--- src/rtl/prime_seq_ctrl.sv ---
// prime_seq_ctrl: sequential trial-division prime tester.
//
// One candidate divisor is evaluated per clock so that wide operands never
// need an unrolled modulo chain. A start/busy/done handshake connects it to
// the surrounding maths datapath; the verdict and the smallest nontrivial
// factor stay on the outputs until a later test completes.
//
// Build option:
//   PRIME_SQRT_BOUND_EN - when defined, the search stops once i*i > a_q
//                         (2N-bit product) instead of i >= a_q. Results are
//                         unchanged; only the latency for primes shrinks.
module prime_seq_ctrl #(
    parameter int N = 10
) (
    input  logic         clk,
    input  logic         rst_n,
    input  logic         start,
    input  logic [N-1:0] a,
    output logic         busy,
    output logic         done,
    output logic         is_prime,
    output logic [N-1:0] factor
);

    localparam logic [N-1:0] ONE = N'(1);
    localparam logic [N-1:0] TWO = N'(2);

    typedef enum logic [1:0] {
        S_IDLE  = 2'd0,
        S_CHECK = 2'd1,
        S_DONE  = 2'd2
    } state_t;

    state_t       r_state;
    state_t       w_state_nxt;

    logic [N-1:0] r_a_q;
    logic [N-1:0] r_i;
    logic         r_is_prime;
    logic [N-1:0] r_factor;

    logic [N-1:0] w_a_q_nxt;
    logic [N-1:0] w_i_nxt;
    logic         w_is_prime_nxt;
    logic [N-1:0] w_factor_nxt;

    logic         w_lt2;
    logic         w_bound;
    logic         w_divides;
    logic [N-1:0] w_divisor;
    logic [N-1:0] w_rem;

    // Operands below 2 are neither prime nor composite; they exit on the
    // first CHECK cycle ahead of every other test.
    assign w_lt2 = (r_a_q < TWO);

    // r_i is only ever 0 while idle after reset; substituting 1 there keeps
    // the divider from seeing a zero divisor, and the quotient is unused then.
    assign w_divisor = (r_i == '0) ? ONE : r_i;
    assign w_rem     = r_a_q % w_divisor;
    assign w_divides = (w_rem == '0);

`ifdef PRIME_SQRT_BOUND_EN
    logic [2*N-1:0] w_sq;

    // Any composite has a factor no larger than its square root, so once
    // i*i exceeds a_q no divisor remains. The product is kept at 2N bits so
    // it can never wrap.
    assign w_sq    = {{N{1'b0}}, r_i} * {{N{1'b0}}, r_i};
    assign w_bound = (w_sq > {{N{1'b0}}, r_a_q});
`else
    // Linear bound: reaching i == a_q means no smaller divisor exists. Since
    // a_q <= 2^N-1, the counter stops before it could wrap.
    assign w_bound = (r_i >= r_a_q);
`endif

    // Next-state and next-register values; every target holds by default.
    always_comb begin
        w_state_nxt    = r_state;
        w_a_q_nxt      = r_a_q;
        w_i_nxt        = r_i;
        w_is_prime_nxt = r_is_prime;
        w_factor_nxt   = r_factor;

        case (r_state)
            S_IDLE: begin
                // Only here is start honoured; the operand is captured so
                // that a may change freely for the rest of the test.
                if (start) begin
                    w_a_q_nxt   = a;
                    w_i_nxt     = TWO;
                    w_state_nxt = S_CHECK;
                end
            end

            S_CHECK: begin
                // Strict priority: tiny operand, then bound, then divisor.
                if (w_lt2) begin
                    w_is_prime_nxt = 1'b0;
                    w_factor_nxt   = '0;
                    w_state_nxt    = S_DONE;
                end else if (w_bound) begin
                    w_is_prime_nxt = 1'b1;
                    w_factor_nxt   = '0;
                    w_state_nxt    = S_DONE;
                end else if (w_divides) begin
                    w_is_prime_nxt = 1'b0;
                    w_factor_nxt   = r_i;
                    w_state_nxt    = S_DONE;
                end else begin
                    w_i_nxt = r_i + ONE;
                end
            end

            S_DONE: begin
                // A start seen in this cycle is dropped, not queued.
                w_state_nxt = S_IDLE;
            end

            default: begin
                w_state_nxt = S_IDLE;
            end
        endcase
    end

    // State and datapath registers; reset aborts any test in flight.
    always_ff @(posedge clk) begin
        if (!rst_n) begin
            r_state    <= S_IDLE;
            r_a_q      <= '0;
            r_i        <= '0;
            r_is_prime <= 1'b0;
            r_factor   <= '0;
        end else begin
            r_state    <= w_state_nxt;
            r_a_q      <= w_a_q_nxt;
            r_i        <= w_i_nxt;
            r_is_prime <= w_is_prime_nxt;
            r_factor   <= w_factor_nxt;
        end
    end

    // Handshake outputs decode straight from the state register, so done is
    // high for exactly the single DONE cycle and busy covers CHECK and DONE.
    assign busy     = (r_state != S_IDLE);
    assign done     = (r_state == S_DONE);
    assign is_prime = r_is_prime;
    assign factor   = r_factor;

endmodule

--- config.mk ---
export PLATFORM = sky130hd
export DESIGN_NAME = prime_seq_ctrl
export DESIGN_NICKNAME = d
export VERILOG_FILES = /design/src/rtl/prime_seq_ctrl.sv
export SDC_FILE = /design/constraint.sdc
export NUM_CORES = 1
export LEC_CHECK = 0
export ABC_AREA = 1
export CORE_MARGIN = 2
export CORE_UTILIZATION = 55
export DETAILED_ROUTE_END_ITERATION = 10
export DONT_BUFFER_PORTS = 1
export HOLD_SLACK_MARGIN = 0.12
export PLACE_DENSITY = 0.7
export SETUP_SLACK_MARGIN = 0.15
export SLEW_MARGIN = 10
export SYNTH_ARGS = -nofsm -noshare
export SYNTH_HDL_FRONTEND = slang
export SYNTH_SLANG_ARGS = --single-unit
--- constraint.sdc ---
create_clock -name clk -period 14.4 [get_ports clk]
set_clock_uncertainty 0.2 [all_clocks]
set_input_delay 1.44 -clock clk [delete_from_list [all_inputs] [get_ports clk]]
set_output_delay 1.44 -clock clk [all_outputs]
set_load 0.03 [all_outputs]
==> impl_metrics.tcl, run 1 <==
set metrics [dict create \
    hold_viol_final 0 \
    status "finished clean" \
    ys_warn_count 0 \
    clk_pin_slew_worst_paths_ns 0.07 \
    via_count 4711 \
    pre_cts_slack_ns 0.155 \
    synth.distinct_cells 46 \
    grt_start_max_net_pins 33 \
    cp-start-kind "flip-flop" \
    ant_nets 0 \
    core-area_sq_um 8260 \
    worstMarginPinSlew_ns 0.923 \
    place.gp.congestion 0.901 \
    die_h_um 96.3 \
    grt_pass1_wl_um 19600 \
    die-area_sq_um 9280 \
    slew_headroom_pct 38.4 \
    firstDrtPassIters 5 \
    rrSetupSlack_ns 1.22 \
    pin_count 26 \
    fin_cells 848 \
    drc_errors 0 \
    syn-num-nets 817 \
    whs_endpoint "r_a_q[9]" \
    worstPathArrival_ns 13.14 \
    wirelength_um 12000 \
    r2r-end "r_i[8]" \
    synth_area_sq_um 4690 \
    area.growth.synth_to_final_pct 11.2 \
    r2r_cells 90 \
    h-tree-depth 2 \
    num-fill-cells 799 \
    critical_path_required_ns 14.36 \
    fin_crit_ns 13.18 \
    synthCells 735 \
    cts-root-buf "clkbuf_8" \
    globalRouteTotalUtil_pct 26.6 \
    drt_iter0_markers 213 \
    setup_viol 0 \
    start_util_pct 56.8 \
    drive_gt1_share_pct 17.2 \
    grt_setup_unrepaired "no" \
    critPathSlowestCell "dfxtp_2" \
    grt_pass1_vias 4292 \
    viasPerCell 5.56 \
    grt_antenna_before_repair 0 \
    setup_tns_ns 0 \
    synth-seq-cells 33 \
    cts_sinks 33 \
    maxSlewViolCount 0 \
    synth_flop_cell "dfxtp_1" \
    ctsHoldBuffers 0 \
    clockBufferDepth 2 \
    hpwl_um 9180 \
    synth_edf_count 0 \
    holdPathStages 2 \
    place_inst 824 \
    wl_per_cell_um 14.2 \
    worst_slack_ns 1.22 \
    min_period_over_period_pct 91.5 \
    placed_area_sq_um 4750 \
    syn_avg_cell_area_sq_um 6.38 \
    rows 33 \
    ys_seq_area_share_pct 14.1 \
    cts_tree "built" \
    min_path_type "reg -> reg" \
    antennaDiodeCount 0 \
    path_max_fanout 12 \
    final_nets 824 \
    die_w_um 96.3 \
    regArea_sq_um 673 \
    cp-end-kind "flip-flop" \
    max_freq_mhz 75.9 \
    crit_path_frequent_cell "nand2_1" \
    gr-total-overflow 0 \
    final_area_sq_um 5220 \
    synth_async_sr_flop_share_pct 0 \
    multi_input_area_sq_um 3780 \
    cpPeakStageDelay_ns 0.38 \
    worst_hold_startpoint "r_a_q[9]" \
    clk_latency_ns 0.30 \
    numCtsBuffers 5 \
    cap_violations 0 \
    portBuffers 0 \
    crit_type "reg -> reg" \
    r2r-start "r_i[9]" \
]
-- final cells by class --
cell class / count / area share [%]
clock buffer: 5 / 1.32
clock inverter: 3 / 0.336
inverter: 105 / 7.94
multi-input combinational: 579 / 72.4
sequential: 33 / 12.9
tap: 105 / 2.52
timing repair buffer: 17 / 2.45
timing repair inverter: 1 / 0.0960
-- per-stage QoR --
stage / util [%] / hold WS (ns)
floorplan: - / 0.266
global placement: 57.5 / 0.310
detailed placement: 57.5 / 0.320
CTS: 58.5 / 0.331
global route: 63.2 / 0.348
finish: 63.2 / 0.325
-- flip-flops by register name, indices dropped and copies added, names as in the netlist --
signal	count
is_prime	1
r_state	2
r_i	10
r_a_q	10
factor	10
-- routing by layer --
| metal | global-route usage (%) | up-vias | part of all wire, % |
|---|---|---|---|
| met5 | 0 | - | 0 |
| met4 | 4.81 | 0 | 1.5 |
| met3 | 3.13 | 13 | 4.1 |
| met2 | 47.0 | 101 | 48 |
| met1 | 35.0 | 2166 | 46 |
| li1 | - | 2431 | - |
-- worst max-delay path, delay by kind of cell (launching register included) --
family	cells	cell delay [ns]
and+or+nand+nor	51	5.95
adders and majority gates	10	3.03
AOI/OAI and AO/OA	20	2.56
buffers and inverters	8	0.75
DFF	1	0.38
xor gates and xnor gates	1	0.19
-- timing repair --
| item | CTS | global route |
|---|---|---|
| setup buffers | 0 | 13 |
| endpoints found under the setup margin | 19 | 23 |
| gates cloned | 0 | 3 |
| hold endpoints to repair | 0 | 0 |
| gates resized for setup | 1 | 62 |
| pin swaps | 0 | 11 |
-- worst max path at each step --
stage / from / end / slack, ns
4_1_cts: r_i[8] / factor[4] / 0.18
3_5_place_dp: r_i[8] / factor[4] / 0.15
3_3_place_gp: r_i[8] / factor[4] / 0.54
5_1_grt: r_i[9] / factor[1] / 0.13
2_1_floorplan: r_i[0] / factor[7] / 2.12
6_report: r_i[9] / r_i[8] / 1.22
-- synthesized netlist by cell type (3+ instances only) --
library cell | n | area [sq um]
a21o_1 | 5 | 37.5
a21oi_1 | 54 | 270
and2_1 | 5 | 31.3
buf_2 | 3 | 15.0
clkbuf_1 | 11 | 41.3
dfxtp_1 | 33 | 661
ha_1 | 68 | 851
inv_1 | 97 | 364
inv_2 | 4 | 15.0
inv_4 | 3 | 18.8
nand2_1 | 166 | 623
nand2_2 | 15 | 93.8
nand3_1 | 75 | 375
nand3_2 | 16 | 160
nand4_1 | 4 | 25.0
nor2_1 | 46 | 173
nor2_2 | 3 | 18.8
nor3_1 | 11 | 55.1
o211ai_1 | 4 | 30.0
o21ai_0 | 25 | 125
o21ai_1 | 8 | 40.0
o21ai_2 | 3 | 26.3
o21bai_1 | 6 | 45.0
or2_2 | 12 | 75.1
xnor2_1 | 10 | 87.6
xor2_1 | 22 | 193
-- kinds of logic after synthesis --
kind of cell / synth area share [%]
fa+ha+maj: 18.6
flops: 14.1
compound gates: 13.8
xor+xnor: 5.98
simple gates: 36.9
buf+inv: 10.7
-- cell usage in the layout, fill, tap and decap left out, drive strengths merged --
cell      synthesis  layout
xnor2            10      10
nor4              1       1
nand3            91      92
clkinvlp          0       1
buf               9      17
nor2             52      53
xor2             22      22
o211ai            4       4
or2              14      14
ha               68      68
a221oi            1       1
a211oi            1       1
and2              5       5
o2111a            1       1
fa                1       1
nor3b             1       1
dfxtp            33      33
clkbuf           11       5
o311ai            1       1
a31oi             1       1
nand2           183     183
o32ai             1       1
o21ai            36      36
nand4             4       4
nor3             11      11
clkinv            1       6
a21oi            55      55
inv             104     102
o21bai            7       7
a21o              5       5
or3               1       1
Power of run 1 is left out: the tool's default activity adds up to more than one toggle a clock period on the data nets, which glitch-free logic cannot reach.
==> inputs of run 2 (changes only) <==
--- a/config.mk
+++ b/config.mk
@@ -7,12 +7,12 @@
 export LEC_CHECK = 0
 export ABC_AREA = 1
 export CORE_MARGIN = 2
-export CORE_UTILIZATION = 55
+export CORE_UTILIZATION = 50
 export DETAILED_ROUTE_END_ITERATION = 10
 export DONT_BUFFER_PORTS = 1
 export HOLD_SLACK_MARGIN = 0.12
-export PLACE_DENSITY = 0.7
 export SETUP_SLACK_MARGIN = 0.15
+export SKIP_CTS_REPAIR_TIMING = 1
 export SLEW_MARGIN = 10
 export SYNTH_ARGS = -nofsm -noshare
 export SYNTH_HDL_FRONTEND = slang
==> run 2 against run 1 <==
Clock-buffer cell count stayed put. Non-clock buffer count shrank 8. Setup slack improved by 0.11 ns. Die area grew 9.6%. First-iteration DRC count is 22% lower. Maximum frequency grew 0.87%. Cell area shrank 2.3%. Hold slack lost 0.011 ns. Critical path type unchanged. Critical endpoint is now factor[4]. Global-route usage is 2.6 points lower. Core utilization is 7.5 points lower. Critical path depth rose by 9.
==> impl_metrics.tcl, run 2 (synthesis gave the netlist of run 1 again) <==
set metrics [dict create \
    status "finished clean" \
    max_freq_mhz 76.5 \
    grt_pass1_vias 4277 \
    pin_count 26 \
    h-tree-depth 2 \
    place.gp.congestion 0.887 \
    r2r-start "r_i[9]" \
    crit_path_end "factor[4]" \
    cts_sinks 33 \
    critPathLaunch "r_i[9]" \
    r2r-end "factor[4]" \
    die_h_um 101 \
    die_w_um 101 \
    core-area_sq_um 9150 \
    drc_errors 0 \
    slew_headroom_pct 35.7 \
    rrSetupSlack_ns 1.33 \
    clockBufferDepth 2 \
    drive_gt1_share_pct 15.1 \
    cp_top_family "simple AND/OR/NAND/NOR gates" \
    layout_common_cells "164 x nand2_1, 96 x inv_1, 73 x nand3_1, 67 x ha_1, 48 x a21oi_1" \
    die-area_sq_um 10200 \
    cpPeakStageDelay_ns 0.37 \
    critical_path_required_ns 14.44 \
    cp-end-kind "flip-flop" \
    firstDrtPassIters 4 \
    globalRouteTotalUtil_pct 24.0 \
    gr-total-overflow 0 \
    rows 35 \
    crit_type "reg -> reg" \
    worstPathArrival_ns 13.11 \
    cp-start-kind "flip-flop" \
    cts_tree "built" \
    min_path_type "reg -> reg" \
    worstMarginPinSlew_ns 0.964 \
    clk_pin_slew_worst_paths_ns 0.08 \
    wl_per_cell_um 14.1 \
    hold_slack_ns 0.315 \
    drt_iter0_markers 166 \
    setup_tns_ns 0 \
    via_count 4536 \
    cts-root-buf "clkbuf_8" \
    clk_latency_ns 0.30 \
    start_util_pct 51.2 \
    critPathSlowestCell "dfxtp_2" \
    cp.depth 99 \
    area.growth.synth_to_final_pct 8.65 \
    portBuffers 0 \
    min_period_over_period_pct 90.8 \
    crit_path_frequent_cell "nand2_1" \
    grt_setup_unrepaired "no" \
    cap_violations 0 \
    setup_viol 0 \
    r2r_cells 99 \
    hpwl_um 9300 \
    maxSlewViolCount 0 \
    ant_nets 0 \
    critPathBufInv 17 \
    fin_crit_ns 13.07 \
    hold_viol_final 0 \
    wirelength_um 11900 \
    path_max_fanout 13 \
    viasPerCell 5.37 \
    final_nets 815 \
    grt_pass1_wl_um 19800 \
    final_common_cell "nand2_1" \
    numCtsBuffers 5 \
    grt_start_max_net_pins 33 \
    antennaDiodeCount 0 \
    grt_antenna_before_repair 0 \
]
run 2: changes by cell type in the layout (fill, tap and decap cells not counted), sizes merged:
cell and change:
buf -8, clkinv -2, bufinv +1
run 2: metal layers:
layer	track usage [%]	vias up	routed length, um
met4	7.27	0	279
li1	-	2407	-
met3	3.19	26	530
met1	32.9	2004	5660
met2	39.3	99	5430
met5	0	-	0
run 2: worst min-delay path, cell delays in order (launching register included):
cell	delay (ns)
dfxtp_2	0.36
nand3_1	0.08
nand2_1	0.04
run 2: worst min-delay path by stage:
stage	startpoint	to	slack (ns)	depth (start not counted)
6_report	r_i[1]	factor[1]	0.31	2
5_1_grt	r_i[1]	factor[1]	0.34	2
4_1_cts	r_a_q[3]	r_a_q[3]	0.33	2
3_5_place_dp	r_a_q[3]	r_a_q[3]	0.31	2
3_3_place_gp	r_a_q[2]	r_a_q[2]	0.31	2
2_1_floorplan	r_a_q[0]	r_a_q[0]	0.27	2
run 2: area by class of cell:
cell class                      count  area (sq um)
Sequential cell                    33           676
Clock buffer                        5          68.8
Inverter                          105           414
Tap cell                          111           139
Clock inverter                      3          46.3
Multi-Input combinational cell    579          3680
Timing Repair Buffer                9          67.6
Fill cell                         917          4060
run 2: metrics by stage:
stage                     util [%]  instance area [sq um]  setup WS [ns]  cells
after floorplan                  -                   4690           2.12    735
after global placement        51.9                   4750          0.401    829
after detailed placement      51.9                   4750          0.322    829
after CTS                     53.1                   4860          0.264    837
after global routing          55.7                   5090         0.0857    845
final                         55.7                   5090           1.33    845
Power of run 2 is left out for the same reason.
